**config.mk**
```make
export PLATFORM = sky130hd
export DESIGN_NAME = dm_access_unit
export DESIGN_NICKNAME = d
export VERILOG_FILES = /design/src/rtl/dm_access_unit.sv
export SDC_FILE = /design/constraint.sdc
export NUM_CORES = 1
export LEC_CHECK = 0
export CORE_ASPECT_RATIO = 0.7
export CORE_MARGIN = 5
export CORE_UTILIZATION = 57
export CTS_CLUSTER_DIAMETER = 80
export DETAILED_ROUTE_END_ITERATION = 6
export DONT_BUFFER_PORTS = 1
export HOLD_SLACK_MARGIN = 0.03
export PLACE_DENSITY = 0.84
export SYNTH_ARGS = -nofsm -noshare
export SYNTH_HDL_FRONTEND = slang
export SYNTH_SLANG_ARGS = --single-unit
export TNS_END_PERCENT = 5
```
**constraint.sdc**
```tcl
create_clock -name clk -period 1.7 [get_ports clk]
set_clock_uncertainty 0.1 [all_clocks]
set_input_delay 0 -clock clk [delete_from_list [all_inputs] [get_ports clk]]
set_output_delay 0 -clock clk [all_outputs]
set_load 0.02 [all_outputs]
```
**src/rtl/dm_access_unit.sv**
```systemverilog
`default_nettype none
// ============================================================================
// Module      : dm_access_unit
// Description : RV32I load/store front-end onto a word-wide data memory port;
//               sub-word stores are read-modify-write, faults never touch memory.
// Revision    : 1.0 - initial release
// ============================================================================
module dm_access_unit #(
    parameter logic [31:0] ADDR_LIMIT = 32'h400
) (
    input  logic        clk,
    input  logic        rstn,
    input  logic        req_valid,
    output logic        req_ready,
    input  logic        req_we,
    input  logic [2:0]  req_funct3,
    input  logic [31:0] req_addr,
    input  logic [31:0] req_wdata,
    output logic        resp_valid,
    output logic [31:0] resp_rdata,
    output logic [1:0]  resp_exc,
    output logic [31:0] resp_bad_addr,
    output logic [31:0] dm_addr,
    output logic        dm_we,
    output logic [31:0] dm_din,
    input  logic [31:0] dm_dout
);

    typedef enum logic [1:0] {
        ST_IDLE   = 2'd0,
        ST_ACCESS = 2'd1,
        ST_MERGE  = 2'd2,
        ST_RESP   = 2'd3
    } state_t;

    localparam logic [1:0] C_EXC_NONE   = 2'b00;
    localparam logic [1:0] C_EXC_LD_MIS = 2'b01;
    localparam logic [1:0] C_EXC_ST_MIS = 2'b10;
    localparam logic [1:0] C_EXC_FAULT  = 2'b11;

    state_t      r_state;
    state_t      w_state_next;
    logic        r_we;
    logic [2:0]  r_funct3;
    logic [31:0] r_addr;
    logic [31:0] r_wdata;
    logic [31:0] r_buf;
    logic [31:0] r_rdata;
    logic [1:0]  r_exc;
    logic [31:0] r_bad_addr;

    logic        w_accept;
    logic        w_illegal;
    logic        w_range;
    logic        w_misalign;
    logic [1:0]  w_exc;
    logic [7:0]  w_ld_byte;
    logic [15:0] w_ld_half;
    logic [31:0] w_ld_data;
    logic [31:0] w_merged;
    logic [31:0] w_word_addr;

    assign req_ready     = (r_state == ST_IDLE);
    assign resp_valid    = (r_state == ST_RESP);
    assign resp_rdata    = r_rdata;
    assign resp_exc      = r_exc;
    assign resp_bad_addr = r_bad_addr;
    assign w_accept      = req_valid && (r_state == ST_IDLE);
    assign w_word_addr   = {r_addr[31:2], 2'b00};

    // Fault classification of the incoming request; access faults win over misalignment.
    always_comb begin
        w_illegal = 1'b0;
        case (req_funct3)
            3'b011, 3'b110, 3'b111: w_illegal = 1'b1;
            default:                w_illegal = req_we && req_funct3[2];
        endcase
        w_range    = (req_addr >= ADDR_LIMIT);
        w_misalign = ((req_funct3[1:0] == 2'b01) && req_addr[0]) ||
                     ((req_funct3[1:0] == 2'b10) && (req_addr[1:0] != 2'b00));
        if (w_illegal || w_range) begin
            w_exc = C_EXC_FAULT;
        end else if (w_misalign) begin
            w_exc = req_we ? C_EXC_ST_MIS : C_EXC_LD_MIS;
        end else begin
            w_exc = C_EXC_NONE;
        end
    end

    always_comb begin
        case (r_addr[1:0])
            2'b00:   w_ld_byte = dm_dout[7:0];
            2'b01:   w_ld_byte = dm_dout[15:8];
            2'b10:   w_ld_byte = dm_dout[23:16];
            default: w_ld_byte = dm_dout[31:24];
        endcase
        w_ld_half = r_addr[1] ? dm_dout[31:16] : dm_dout[15:0];
        case (r_funct3)
            3'b000:  w_ld_data = {{24{w_ld_byte[7]}}, w_ld_byte};
            3'b001:  w_ld_data = {{16{w_ld_half[15]}}, w_ld_half};
            3'b100:  w_ld_data = {24'd0, w_ld_byte};
            3'b101:  w_ld_data = {16'd0, w_ld_half};
            default: w_ld_data = dm_dout;
        endcase
    end

    // Replace the addressed byte or halfword lane of the word read in ACCESS.
    always_comb begin
        w_merged = r_buf;
        if (r_funct3[1:0] == 2'b00) begin
            case (r_addr[1:0])
                2'b00:   w_merged[7:0]   = r_wdata[7:0];
                2'b01:   w_merged[15:8]  = r_wdata[7:0];
                2'b10:   w_merged[23:16] = r_wdata[7:0];
                default: w_merged[31:24] = r_wdata[7:0];
            endcase
        end else if (r_addr[1]) begin
            w_merged[31:16] = r_wdata[15:0];
        end else begin
            w_merged[15:0] = r_wdata[15:0];
        end
    end

    always_comb begin
        w_state_next = r_state;
        dm_addr      = 32'd0;
        dm_we        = 1'b0;
        dm_din       = 32'd0;
        case (r_state)
            ST_IDLE: begin
                if (req_valid) begin
                    w_state_next = (w_exc != C_EXC_NONE) ? ST_RESP : ST_ACCESS;
                end
            end
            ST_ACCESS: begin
                dm_addr = w_word_addr;
                if (r_we && (r_funct3[1:0] == 2'b10)) begin
                    dm_we        = 1'b1;
                    dm_din       = r_wdata;
                    w_state_next = ST_RESP;
                end else if (r_we) begin
                    w_state_next = ST_MERGE;
                end else begin
                    w_state_next = ST_RESP;
                end
            end
            ST_MERGE: begin
                dm_addr      = w_word_addr;
                dm_we        = 1'b1;
                dm_din       = w_merged;
                w_state_next = ST_RESP;
            end
            default: begin
                w_state_next = ST_IDLE;
            end
        endcase
    end

    always_ff @(posedge clk or negedge rstn) begin
        if (!rstn) begin
            r_state <= ST_IDLE;
        end else begin
            r_state <= w_state_next;
        end
    end

    always_ff @(posedge clk or negedge rstn) begin
        if (!rstn) begin
            r_we       <= 1'b0;
            r_funct3   <= 3'd0;
            r_addr     <= 32'd0;
            r_wdata    <= 32'd0;
            r_buf      <= 32'd0;
            r_rdata    <= 32'd0;
            r_exc      <= C_EXC_NONE;
            r_bad_addr <= 32'd0;
        end else begin
            if (w_accept) begin
                r_we       <= req_we;
                r_funct3   <= req_funct3;
                r_addr     <= req_addr;
                r_wdata    <= req_wdata;
                r_rdata    <= 32'd0;
                r_exc      <= w_exc;
                r_bad_addr <= (w_exc != C_EXC_NONE) ? req_addr : 32'd0;
            end
            if (r_state == ST_ACCESS) begin
                if (r_we) begin
                    r_buf <= dm_dout;
                end else begin
                    r_rdata <= w_ld_data;
                end
            end
        end
    end

endmodule
`default_nettype wire

```
==> impl_metrics.yaml, run 1 <==
synth:
  synth_xor_area_share_pct: 0
  synthSimpleGateAreaFrac_pct: 22.2
  async_flop_share_pct: 100
  avgSynthCellArea_um2: 9.49
  synth-seq-cells: 168
  synthCells: 841
  synth_mux_area_share_pct: 7.93
  synthFlopType: "dfrtp_1"
  synth_fa_ha_area_share_pct: 0.627
  synth_edf_count: 0
  ys_types: 49
  netlist_area_um2: 7980
  synth_top_family_by_area: "simple AND/OR/NAND/NOR gates"
  synth-warning-count: 0
  synth-compound-area-share_pct: 12.9
  yosysSeqAreaShare_pct: 52.7
sta:
  finalHoldViolCount: 168
  relSlewSlack_pct: 52.1
  timing.fmax_mhz: 458
  final-setup-viol-count: 91
  worst_pin_slew_ns: 0.712
  period_needed_ns: 2.18
  setup_slack_ns: -0.482
  hold_ws_ns: -0.835
  final_max_slew_viol_count: 0
  fin_crit_sh_pct: 128
  rsz0062_at_grt: "true"
power:
  power_switching_share_pct: 44.9
  leakage_nw: 5.25
  power_density_nw_per_um2: 2150
  power_frac_comb_pct: 47.3
  vdd_ir_drop_max_v: 0.00137
  p_seq_share_pct: 34.9
  p_clk_share_pct: 17.8
  switching_power_w: 0.0106
  internal_power_w: 0.0130
job:
  maxCapViolCount: 0
floorplan:
  rows: 36
  die_y_um: 109
  die_x_um: 151
  core_area_um2: 13800
  initial_core_util_pct: 57.7
  dieArea_um2: 16500
  ios: 236
route:
  ant_nets: 0
  drtPass1Iterations: 5
  dr.first_iter.drc_count: 846
  vias: 7465
  viasPerCell: 6.28
  wl_per_cell_um: 25.2
  remaining_drc_errors: 0
  wl_um: 29900
critical_path:
  critical_path.cell_chain: "buf_4 -> nand2b_4 -> nor2_2 -> o21a_1 -> buf_4 -> a22o_2"
  setup.worst_path.start: "r_funct3[0]"
  cp_num_cells: 6
  crit_end: "dm_din[5]"
  worstSetupPathType: "flop to output pin"
  startpoint_type: "flop"
  cpPeakStageDelay_ns: 0.48
  cp_data_required_time_ns: 1.60
  cpMostUsedCell: "buf_4"
  r2r-end: "resp_rdata[6]"
  critPathTopFamily: "flip-flops"
  path_buf_inv: 2
  crit_arrival_ns: 2.08
  r2r_cells: 8
  crit_path_top_delay_cell: "dfrtp_2"
  end_kind: "output pin"
  r2r_slack_ns: -0.19
  cp_max_fo: 6
  reg2reg_from: "r_funct3[0]"
cts:
  cts_buffer_depth: 2
  cts_max_level: 4
  holdBufCountCts: 101
  cts_buffers: 17
  clkTransAtPathRegs_ns: 0.07
  clock_latency_ns: 0.44
  cts-root-buf: "clkbuf_16"
  clock-sinks: 168
  cts_tree: "built"
global_route:
  grt.overflow.total: 0
  grt_usage_pct: 34.7
  grt_pass1_vias: 7315
  grt_antenna_before_repair: 4
  grt_max_degree: 169
  grt_pass1_wl_um: 43000
cells_and_area:
  fin_cells: 1188
  finalNetCount: 1090
  fillers: 779
  postLayoutCoreUtil_pct: 79.1
  area_delta_synth_final_pct: 37.1
  drive_above_1_share_pct: 29.0
min_path:
  hold_class: "input port to asynchronous set/reset pin"
place:
  gp_congestion: 0.908
  pre_cts_slack_ns: -0.124
  portBuffers: 0
  dp_hpwl_um: 17000
  place_inst: 1034
outcome:
  outcome: "finished, violations left"
  violations: "negative hold slack, negative setup slack"
state kept, by name, indices dropped and copies added, names as in the netlist:
name and flops:
r_addr 32, r_state 2, r_buf 32, resp_bad_addr 32
r_funct3 3, r_we 1, r_wdata 32, resp_exc 2
resp_rdata 32
per-stage QoR:
step / TNS [ns] / hold WS, ns / power [W] / instance area [um2]
detailed placement: -2.82 / -0.392 / 0.0166 / 8610
CTS: -17.01 / -0.853 / 0.0221 / 10600
floorplan: -2.81 / -0.396 / 0.0137 / 8060
global route: -24.10 / -0.855 / 0.0246 / 10900
global placement: -1.11 / -0.391 / 0.0162 / 8610
finish: -18.28 / -0.835 / 0.0236 / 10900
synthesized netlist by cell type, types with 2 or more instances:
master / count / area, um2
nor2_1: 19 / 71.3
nor4_1: 5 / 31.3
o21bai_1: 7 / 52.6
buf_6: 4 / 45.0
mux2_2: 40 / 450
a21oi_1: 5 / 25.0
nor3b_1: 7 / 52.6
clkbuf_1: 27 / 101
a22o_1: 8 / 70.1
o21ai_4: 3 / 48.8
dfrtp_1: 168 / 4200
nand2_1: 302 / 1130
nor2_2: 2 / 12.5
inv_1: 5 / 18.8
nand3_1: 9 / 45.0
a32oi_1: 7 / 61.3
nand2b_1: 12 / 75.1
a211oi_1: 10 / 75.1
o21ai_1: 2 / 10.0
a22oi_1: 17 / 128
buf_2: 18 / 90.1
nor3_2: 2 / 20.0
o21ai_0: 55 / 275
ha_1: 4 / 50.1
or2_2: 7 / 43.8
buf_4: 3 / 22.5
nor3_1: 3 / 15.0
mux2i_1: 16 / 160
a32o_1: 15 / 150
and2_1: 31 / 194
o221a_2: 7 / 78.8
nor2b_1: 3 / 18.8
o211ai_1: 2 / 15.0
final cells by class:
class	instances	area (um2)	share of cell area, %
Sequential cell	168	4210	38.4
Multi-Input combinational cell	615	4000	36.6
Timing Repair Buffer	175	1830	16.8
Clock buffer	17	425	3.89
Tap cell	190	238	2.17
Clock inverter	15	209	1.91
Inverter	6	22.5	0.206
Antenna cell	2	5.00	0.0457
per-layer routing:
metal,up-vias,track usage (%),wire (um)
met2,586,53.1,13700
met4,4,10.3,1210
met5,-,0,19
met3,141,16.8,4200
li1,3142,-,-
met1,3592,43.9,10800
cells in the final DEF, fill, tap and decap left out, drive strengths merged, types with 8 or more instances in the layout:
master       netlist  routed
nand2            302     302
dfrtp            168     168
dlygate4sd3        0     101
buf               25      72
o21ai             60      60
mux2              40      40
and2              31      31
nor2              21      21
clkbuf            28      19
a22oi             17      17
mux2i             16      16
a32o              15      15
inv                6      13
nand2b            12      12
a211oi            10      10
nand3              9       9
nor3b              8       8
or2                8       8
a22o               8       8
worst min-delay path by stage:
stage,startpoint,endpoint,slack (ns),depth (start not counted)
after detailed placement,rstn,resp_bad_addr[3],-0.39,0
after global placement,rstn,resp_bad_addr[8],-0.39,0
after CTS,rstn,resp_bad_addr[3],-0.85,0
after global routing,rstn,r_wdata[29],-0.86,0
after floorplan,rstn,r_addr[0],-0.40,0
final,rstn,r_addr[8],-0.84,0
timing repair:
| item | in CTS | in global routing |
|---|---|---|
| buffers inserted | 6 | 10 |
| pin swaps | 17 | 34 |
| gates cloned | 1 | 3 |
| endpoints found under the setup margin | 111 | 129 |
| endpoints found under the hold margin | 336 | 168 |
| resized for setup | 119 | 65 |
power by group through the flow:
stage                     logic (W)  clock network [W]  registers (W)
after CTS                   0.00988            0.00421        0.00796
after global placement      0.00842                  0        0.00783
final                        0.0112            0.00419        0.00822
after global routing         0.0119            0.00438        0.00834
after detailed placement    0.00867                  0        0.00788
after floorplan             0.00636                  0        0.00734
cell families (layout without fill, tap and decap cells):
kind of cell,after synthesis,after routing
flops,168,168
fa+ha+maj,4,4
other cells,1,4
mux,57,57
compound gates,144,144
simple gates,408,408
buf+inv,59,213
worst reg2reg max path: cells and delay by family, from the launching register on:
family	cells	cell delay [ns]
compound gates	3	0.56
buf+inv	4	0.55
flops	1	0.48
simple gates	1	0.14
No activity file was read; power rests on OpenSTA's default activity.
==> inputs of run 2 (changes only) <==
--- a/config.mk
+++ b/config.mk
@@ -5,14 +5,15 @@
 export SDC_FILE = /design/constraint.sdc
 export NUM_CORES = 1
 export LEC_CHECK = 0
-export CORE_ASPECT_RATIO = 0.7
+export CORE_ASPECT_RATIO = 0.8
 export CORE_MARGIN = 5
-export CORE_UTILIZATION = 57
+export CORE_UTILIZATION = 64
 export CTS_CLUSTER_DIAMETER = 80
 export DETAILED_ROUTE_END_ITERATION = 6
 export DONT_BUFFER_PORTS = 1
 export HOLD_SLACK_MARGIN = 0.03
-export PLACE_DENSITY = 0.84
+export PLACE_DENSITY = 0.89
+export SLEW_MARGIN = 20
 export SYNTH_ARGS = -nofsm -noshare
 export SYNTH_HDL_FRONTEND = slang
 export SYNTH_SLANG_ARGS = --single-unit
==> constraint.sdc (replaced) <==
create_clock -name clk -period 2.33 [get_ports clk]
set_clock_uncertainty 0.1 [all_clocks]
set_input_delay 0 -clock clk [delete_from_list [all_inputs] [get_ports clk]]
set_output_delay 0 -clock clk [all_outputs]
set_load 0.02 [all_outputs]
==> run 2 against run 1 <==
Clock power shrank 32%. Final area shrank 8.3%. Core utilization grew 3.1 points. Wire length shrank 9.9%. Critical path depth shrank 2. Combinational power shrank 43%. Sequential cell count is the same. Sequential share of layout area grew 3.5 points. Via count shrank 2.9%. Largest cell class unchanged. Cell count shrank 4.0%. Global-route usage grew 2.0 points. The flow finishes with violations (design-rule violations, negative hold slack).
==> impl_metrics.yaml, run 2 (synthesized netlist as in run 1, its figures left out) <==
cts:
  cts_tree: "built"
  clkTransAtPathRegs_ns: 0.06
  cts_setup_buffers: 0
  cts_buffer_depth: 2
  holdBufCountCts: 109
  cts_max_level: 4
  clock_latency_ns: 0.43
  clock-sinks: 168
  cts_buffers: 17
  cts-root-buf: "clkbuf_16"
critical_path:
  cp_data_required_time_ns: 2.23
  cp_max_fo: 10
  worstSetupPathType: "flop to output pin"
  r2r-end: "r_wdata[16]"
  end_kind: "output pin"
  setup.worst_path.start: "r_funct3[1]"
  crit_arrival_ns: 2.21
  r2r_cells: 7
  startpoint_type: "flop"
  reg2reg_from: "r_state[0]"
  r2r_slack_ns: 0.13
route:
  viasPerCell: 6.36
  vias: 7245
  wl_per_cell_um: 23.6
  wl_um: 26900
  ant_nets: 0
  dr.first_iter.drc_count: 1040
  remaining_drc_errors: 9
  drtPass1Iterations: 7
sta:
  period_needed_ns: 2.31
  rsz0062_at_grt: "true"
  fin_crit_sh_pct: 99.1
  final-setup-viol-count: 0
  finalHoldViolCount: 168
  relSlewSlack_pct: 53.2
  final_max_slew_viol_count: 0
  timing.fmax_mhz: 433
  hold_ws_ns: -0.834
  worst_pin_slew_ns: 0.702
cells_and_area:
  fillers: 683
  final_common_cell: "nand2_1"
  area_delta_synth_final_pct: 25.8
  finalNetCount: 1062
  drive_above_1_share_pct: 15.8
  layout_common_cells: "nand2_1, dfrtp_1, dlygate4sd3_1"
  fin_cells: 1140
global_route:
  grt.overflow.total: 0
  gr-max-usage-layer: "met2"
  grt_pass1_vias: 7234
  grt_max_degree: 169
  grt_pass1_wl_um: 41100
  grt_usage_pct: 36.7
  met1_usage_pct: 46.9
  grt_antenna_before_repair: 1
  grt_use_met2_pct: 58.9
  use_met3_pct: 11.6
job:
  maxCapViolCount: 0
place:
  portBuffers: 0
  gp_congestion: 0.928
  place_inst: 997
  dp_hpwl_um: 16400
floorplan:
  die_x_um: 135
  dieArea_um2: 14800
  rows: 36
  die_y_um: 110
  core_area_um2: 12200
  initial_core_util_pct: 65.4
  ios: 236
power:
  power_density_nw_per_um2: 1510
  leakage_nw: 4.81
  p_total_w: 0.0152
  vdd_ir_drop_max_v: 0.00108
outcome:
  violations: "design-rule violations, negative hold slack"
  outcome: "finished, violations left"
min_path:
  hold_class: "input port to asynchronous set/reset pin"
==> run 2: cell types whose count changed in the layout (fill, tap and decap cells not counted), moves of 8 or more <==
| cell | before | now |
|---|---|---|
| a22o_1 | 0 | 8 |
| a32o_1 | 1 | 15 |
| a32o_2 | 14 | 0 |
| and2_1 | 0 | 30 |
| and2_4 | 31 | 0 |
| buf_12 | 13 | 2 |
| buf_6 | 17 | 2 |
| dlygate4sd3_1 | 101 | 109 |
| mux2i_1 | 8 | 16 |
| nand2_1 | 290 | 299 |
| nand2_2 | 10 | 2 |
| o21ai_0 | 29 | 55 |
| o21ai_1 | 14 | 2 |
| o21ai_4 | 11 | 3 |
==> run 2: final cells by class <==
class / instances / area (um2) / area share (%)
multi-input combinational: 615 / 3580 / 35.6
tap: 171 / 214 / 2.13
inverter: 6 / 22.5 / 0.224
timing repair buffer: 147 / 1420 / 14.1
clock buffer: 19 / 453 / 4.51
clock inverter: 12 / 140 / 1.40
sequential: 168 / 4210 / 41.9
antenna: 2 / 5.00 / 0.0499
==> run 2: worst max-delay path, stage by stage, from the launching register on <==
cell and delay [ns]:
dfrtp_2 0.50, or2_4 0.35, nor3b_1 0.43, o21ai_0 0.15, a32o_1 0.35
==> run 2: power breakdown <==
group	internal, W	switching (W)	total, W
clock	0.00165	0.00121	0.00287
sequential	0.00423	0.00170	0.00593
combinational	0.00245	0.00393	0.00638
==> run 2: worst max-delay path by stage <==
stage	slack [ns]	endpoint
2_1_floorplan	0.35	resp_rdata[19]
3_3_place_gp	0.35	resp_rdata[24]
3_5_place_dp	0.11	resp_rdata[29]
4_1_cts	-0.02	dm_din[29]
5_1_grt	-0.02	dm_din[26]
6_report	0.02	dm_din[27]
==> run 2: metrics by stage <==
| stage | worst slack [ns] | utilization, % | cell area [um2] | TNS, ns |
|---|---|---|---|---|
| 4_1_cts | -0.0220 | 81.5 | 9950 | -0.0383 |
| 2_1_floorplan | 0.351 | - | 7990 | 0 |
| 3_5_place_dp | 0.111 | 67.6 | 8250 | 0 |
| 6_report | 0.0217 | 82.2 | 10000 | 0 |
| 3_3_place_gp | 0.347 | 67.6 | 8250 | 0 |
| 5_1_grt | -0.0203 | 82.2 | 10000 | -0.0687 |
==> run 2: what timing repair did <==
action / 4_1_cts / 5_1_grt
endpoints found under the hold margin: 336 / 168
gates resized for setup: 7 / 21
pin swaps: 0 / 2
endpoints found under the setup margin: 18 / 56
cloned: 0 / 1
==> run 2: layer usage <==
metal  wire, um  up-vias
met1      10000     3509
met5          0        -
met2      12700      574
li1           -     3070
met3       3340       92
met4        873        0
